`config.mk`:
```
export PLATFORM = sky130hd
export DESIGN_NAME = axis_packetizer
export DESIGN_NICKNAME = d
export VERILOG_FILES = /design/src/rtl/axis_packetizer.sv
export SDC_FILE = /design/constraint.sdc
export NUM_CORES = 1
export LEC_CHECK = 0
export ABC_AREA = 1
export BUFFER_PORTS_ARGS = -buffer_cell sky130_fd_sc_hd__buf_4
export CAP_MARGIN = 10
export CORE_ASPECT_RATIO = 2
export CORE_MARGIN = 10
export CORE_UTILIZATION = 30
export CTS_CLUSTER_SIZE = 40
export DETAILED_ROUTE_END_ITERATION = 6
export PLACE_DENSITY = 0.62
export SYNTH_ARGS = -nofsm -noshare
export SYNTH_HDL_FRONTEND = slang
export SYNTH_SLANG_ARGS = --single-unit
export TNS_END_PERCENT = 30
```
`constraint.sdc`:
```
create_clock -name clk -period 3.8 [get_ports clk]
set_input_delay 0.76 -clock clk [delete_from_list [all_inputs] [get_ports clk]]
set_output_delay 0.76 -clock clk [all_outputs]
set_load 0.02 [all_outputs]
```
`src/rtl/axis_packetizer.sv`:
```
// Frames a continuous AXI-Stream into packets of one header beat plus PKT_LEN payload beats.
// The output beat, tlast and tvalid are all registered; s_axis_tready is combinational from m_axis_tready.
module axis_packetizer #(
    parameter int AXIS_WIDTH = 32,
    parameter int PKT_LEN    = 8,
    parameter int SEQ_WIDTH  = 16
) (
    input  logic                  clk,
    input  logic                  reset_n,
    input  logic                  s_axis_tvalid,
    input  logic [AXIS_WIDTH-1:0] s_axis_tdata,
    output logic                  s_axis_tready,
    output logic                  m_axis_tvalid,
    output logic [AXIS_WIDTH-1:0] m_axis_tdata,
    output logic                  m_axis_tlast,
    input  logic                  m_axis_tready,
    output logic [SEQ_WIDTH-1:0]  pkt_count,
    output logic                  busy
);

    // Handshake: a beat moves on a rising edge where valid and ready are both high;
    // valid never drops and the beat never changes until that happens.

    typedef enum logic {IDLE, PAYLOAD} state_t;

    localparam logic [15:0] LEN      = 16'(PKT_LEN);
    localparam logic [15:0] LAST_IDX = 16'(PKT_LEN - 1);

    state_t                state, state_nxt;
    logic [15:0]           cnt, cnt_nxt;
    logic [SEQ_WIDTH-1:0]  seq, seq_nxt;
    logic                  valid_nxt, last_nxt;
    logic [AXIS_WIDTH-1:0] data_nxt, header;
    logic                  out_free, in_hs;

    assign out_free      = ~m_axis_tvalid | m_axis_tready;
    assign s_axis_tready = (state == PAYLOAD) & out_free;
    assign in_hs         = s_axis_tvalid & s_axis_tready;
    assign busy          = (state == PAYLOAD);
    assign pkt_count     = seq;

    always_comb begin
        header                   = '0;
        header[15:0]             = LEN;
        header[SEQ_WIDTH+15:16]  = seq;
    end

    always_comb begin
        state_nxt = state;
        cnt_nxt   = cnt;
        seq_nxt   = seq;
        valid_nxt = m_axis_tvalid;
        data_nxt  = m_axis_tdata;
        last_nxt  = m_axis_tlast;
        case (state)
            IDLE: begin
                // The header is emitted without consuming the upstream beat that triggered it.
                if (s_axis_tvalid & out_free) begin
                    data_nxt  = header;
                    valid_nxt = 1'b1;
                    last_nxt  = 1'b0;
                    cnt_nxt   = '0;
                    state_nxt = PAYLOAD;
                end else if (out_free) begin
                    valid_nxt = 1'b0;
                end
            end
            PAYLOAD: begin
                if (in_hs) begin
                    data_nxt  = s_axis_tdata;
                    valid_nxt = 1'b1;
                    last_nxt  = (cnt == LAST_IDX);
                    cnt_nxt   = cnt + 16'd1;
                    if (cnt == LAST_IDX) begin
                        seq_nxt   = seq + SEQ_WIDTH'(1);
                        state_nxt = IDLE;
                    end
                end else if (out_free) begin
                    valid_nxt = 1'b0;
                end
            end
        endcase
    end

    always_ff @(posedge clk or negedge reset_n) begin
        if (!reset_n) begin
            state         <= IDLE;
            cnt           <= '0;
            seq           <= '0;
            m_axis_tvalid <= 1'b0;
            m_axis_tdata  <= '0;
            m_axis_tlast  <= 1'b0;
        end else begin
            state         <= state_nxt;
            cnt           <= cnt_nxt;
            seq           <= seq_nxt;
            m_axis_tvalid <= valid_nxt;
            m_axis_tdata  <= data_nxt;
            m_axis_tlast  <= last_nxt;
        end
    end

endmodule
```
# ---- Word-level counts from Yosys, hierarchy flattened
# Index checks and enable logic that the tools add are counted.
dict set report classes {
  n_addsub 2
  n_eq_ne 3
  n_mux 17
  n_bitwise 6
  reduce_logical 2
}
# operator count
set op_table {}
lappend op_table {{$mux 32} 2}
lappend op_table {{$pmux 32 s2} 1}
lappend op_table {{$add 16x1->16 const B} 2}
lappend op_table {{$mux 16} 2}
lappend op_table {{$pmux 16 s2} 1}
lappend op_table {{$eq 16x3->1 const B} 1}
lappend op_table {{$mux 1} 8}
lappend op_table {{$pmux 1 s2} 3}
lappend op_table {{$and 1x1->1} 3}
lappend op_table {{$reduce_and 3->1} 1}
lappend op_table {{$ne 2x1->1 const B} 1}
lappend op_table {{$ne 2x2->1 const B} 1}
lappend op_table {{$not 1->1} 2}
lappend op_table {{$reduce_and 2->1} 1}
lappend op_table {{$or 1x1->1} 1}
dict set report word_totals {
  reg_bits 67
  inputBits 36
}

# ---- Depth between registers and ports, before layout
dict set report depth {
  ltp_word 6
  mapped_depth 11
  ltp_nobuf 10
}

# ---- Worst setup path before layout
# No wires, ideal clock.
dict set report synth_path {
  path_kind {input -> register}
  startpoint {input m_axis_tready}
  endpoint {register seq[9], in the netlist pkt_count[9]}
  setup_ns 0.117
  arrival_ns 1.756
  path_slack_ns 1.928
  path_stages 11
  path_cell_list {inv_1 > nand2_1 > inv_2 > nor2_4 > nand2_4 > inv_6 > nand3_2 > buf_6 > buf_6 > nand2_1 > nand2_1}
}
dict set report synth_via {
  elab_chain_cells 4
}
# item line_no
set synth_rtl {}
lappend synth_rtl {{start, declared} 16} ;# input logic m_axis_tready,
lappend synth_rtl {{$or 1x1->1} 36} ;# assign out_free = ~m_axis_tvalid | m_axis_tready;
lappend synth_rtl {{$and 1x1->1} 37} ;# assign s_axis_tready = (state == PAYLOAD) & out_free;
lappend synth_rtl {{net s_axis_tready} 12} ;# output logic s_axis_tready,
lappend synth_rtl {{$and 1x1->1} 38} ;# assign in_hs = s_axis_tvalid & s_axis_tready;
lappend synth_rtl {{$reduce_and 3->1 (no source line)} --}
lappend synth_rtl {{end signal, assigned} 96} ;# seq <= seq_nxt;
lappend synth_rtl {{end, declared} 31} ;# logic [SEQ_WIDTH-1:0] seq, seq_nxt;
# The timed path passes the listed nets, and every way through them passes these cells.
# A chain may end at the register's enable or synchronous reset.

# ---- Worst setup path in the final report
dict set report layout_path {
  startpoint {register state, in the netlist busy}
  endpoint {register seq[4], in the netlist pkt_count[4]}
}
dict set report layout_via {
  elab_chain_cells 3
}
# item line_no
set layout_rtl {}
lappend layout_rtl {{start, declared} 29} ;# state_t state, state_nxt;
lappend layout_rtl {{start signal, assigned} 94} ;# state <= state_nxt;
lappend layout_rtl {{$and 1x1->1} 37}
lappend layout_rtl {{$and 1x1->1} 38}
lappend layout_rtl {{$reduce_and 3->1 (no source line) *} --}
# Mark *: on every way between the ends. The rest lies on a longest branch, timed or not.

==> results.sh <==
export IMPL_status="finished clean"
export IMPL_post_cts_buffers=0
export IMPL_setup_ws_ps=1640
export IMPL_syn_inst=399
export IMPL_first_pass_iters=4
export IMPL_layout_cells_non_filler=627
export IMPL_grt_max_degree=68
export IMPL_overflow=0
export IMPL_hold_viol=0
export IMPL_grt_usage_pct=12.9
export IMPL_wl_per_cell_microns=15.9
export IMPL_cts_max_level=3
export IMPL_end_kind="flop"
export IMPL_clockBufferDepth=2
export IMPL_detailedPlace_worstSlack_ps=1350
export IMPL_first_iter_violations=128
export IMPL_max_slew_margin_pct=41.4
export IMPL_hold_buffers=0
export IMPL_drt_wl_total_microns=10000
export IMPL_synth_seq_cells=67
export IMPL_synth_largest_area_cell="dfrtp_1"
export IMPL_slew_viol_final=0
export IMPL_drv_cap=0
export IMPL_rsz0062_at_grt="no"
export IMPL_cp_required_ps=4060
export IMPL_tritoncts="yes"
export IMPL_worstPathArrival_ps=2420
export IMPL_drtAntennaViolNets=0
export IMPL_ff_latch_area_sq_um=1680
export IMPL_setup_violations=0
export IMPL_post_synth_num_cell_types=28
export IMPL_ys_top_cells_by_area="dfrtp_1 51%, nand2_1 13%, nor2_1 7.2%, a22o_1 4.3%, inv_1 4.0%"
export IMPL_cts_resized=0
export IMPL_hold_class="flop to flop"
export IMPL_rows=53
export IMPL_synth_top_area_share_pct=51.3
export IMPL_critical_path_class="flop to flop"
export IMPL_syn_nets=437
export IMPL_clockRootBuffer="clkbuf_16"
export IMPL_die_w_microns=93.8
export IMPL_skew_ps=5.23
export IMPL_post_route_drc_count=0
export IMPL_yosysSeqAreaShare_pct=51.3
export IMPL_max_freq_ghz=0.463
export IMPL_synthesis_area_sq_um=3270
export IMPL_placed_cells=611
export IMPL_leakage_nw=2.18
export IMPL_layout_common_cells="111 x nand2_1, 87 x buf_4, 67 x dfrtp_1, 63 x nor2_1, 35 x inv_1"
export IMPL_drive_gt1_share_pct=23.5
export IMPL_numCtsBuffers=9
export IMPL_final_common_cell="nand2_1"
export IMPL_period_share_pct=56.8
export IMPL_worst_slew_pin_slew_ps=879
export IMPL_dp_hpwl_microns=7670
export IMPL_grt_first_pass_wirelength_microns=16000
export IMPL_initial_core_util_pct=30.8
export IMPL_vias=2974
export IMPL_io_buffers=87
export IMPL_n_antenna_cell=0
export IMPL_grt_antenna_before_repair=0
export IMPL_path_clk_slew_ps=50
export IMPL_viasPerCell=4.74
export IMPL_die_area_sq_um=15700
export IMPL_core_area_sq_um=10600
export IMPL_area_growth_pct=32.3
export IMPL_gp_congestion=0.868
export IMPL_die_y_microns=168
export IMPL_num_fill_cells=1152
export IMPL_multi_input_area_sq_um=1350
export IMPL_powerDensity_nw_per_um2=574
export IMPL_grt_pass1_vias=3062
export IMPL_min_period_ps=2160
export IMPL_worstPathMaxFanout=20
export IMPL_finalSetupTns_ps=0
export IMPL_clock_sinks=67
export IMPL_startpoint_type="flop"
export IMPL_ioPinCount=88
export IMPL_p_total_mw=2.48
export IMPL_syn_mean_instance_area_sq_um=8.19
export IMPL_ir_drop_v=0.000242
export IMPL_yosys_warnings=0
export IMPL_clock_latency_ps=330
export IMPL_fin_nets=523
final cells by class:
cell class / instances / area share, %
inverter: 42 / 3.76
timing repair buffer: 87 / 15.1
sequential: 67 / 38.8
clock inverter: 4 / 1.13
clock buffer: 12 / 5.93
tap: 137 / 3.97
multi-input combinational: 278 / 31.3
critical path: stages, from the launching register on:
cell	delay [ps]
dfrtp_1	620
inv_2	80
nor2_4	140
nand2_4	160
inv_6	180
nand3_2	370
inv_2	370
nand2_1	80
nand2_1	70
flip-flops by register name (all words and copies together) (netlist names):
signal         count
busy               1
m_axis_tlast       1
pkt_count         16
m_axis_tdata      32
m_axis_tvalid      1
cnt               16
per-layer routing:
metal | part of all wire [%] | GRT usage, % | vias to the layer above
li1 | - | - | 1469
met3 | 3.4 | 2.87 | 17
met5 | 0 | 0 | -
met2 | 58 | 23.7 | 61
met4 | 2.5 | 5.98 | 0
met1 | 36 | 13.1 | 1427
final timing paths:
kind | from | endpoint | slack (ps) | cells past startpoint
hold / removal | m_axis_tlast$_DFFE_PN0P_ | m_axis_tlast$_DFFE_PN0P_ | 490 | 2
hold reg to reg | m_axis_tlast$_DFFE_PN0P_ | m_axis_tlast$_DFFE_PN0P_ | 490 | 2
setup reg to reg | busy$_DFF_PN0_ | pkt_count[4]$_DFFE_PN0P_ | 1640 | 8
min in group asynchronous | reset_n | m_axis_tvalid$_DFF_PN0_ | 520 | 1
setup / recovery | busy$_DFF_PN0_ | pkt_count[4]$_DFFE_PN0P_ | 1640 | 8
max in group asynchronous | reset_n | cnt[1]$_DFFE_PN0P_ | 2670 | 1
synth_stat cells:
master,n
nand3_2,1
o22a_1,1
inv_6,1
o21a_1,1
dfrtp_1,67
nand2_2,1
nor2_2,2
xor2_1,2
a21oi_1,9
buf_6,2
nand2_1,111
nand4_1,13
o22ai_1,16
nor3_1,1
buf_4,2
nor2_1,63
inv_1,35
buf_1,1
nor2_4,1
clkbuf_1,2
xnor2_1,9
nand2_4,1
inv_2,6
ha_1,2
nand3_1,18
buf_2,5
o21ai_0,10
a22o_1,16
through the flow:
step / area, sq um / hold slack, ps / util (%)
CTS: 4320 / 493 / 40.7
global route: 4320 / 519 / 40.7
detailed placement: 4020 / 479 / 37.9
finish: 4320 / 486 / 40.7
floorplan: 3270 / 464 / -
global placement: 4020 / 474 / 37.9
cells by family (layout without fill, tap and decap cells):
family	Yosys count	in the layout	synth area share, %
xor gates and xnor gates	11	11	2.95
and+or+nand+nor	212	212	27.0
buffers and inverters	54	145	7.24
adders and majority gates	2	2	0.766
DFF	67	67	51.3
AOI/OAI and AO/OA	53	53	10.8
power breakdown:
part,switching [mW],internal (mW)
Sequential,0.129,0.856
Clock,0.293,0.542
Combinational,0.383,0.277
No activity file was read; power rests on OpenSTA's default activity.
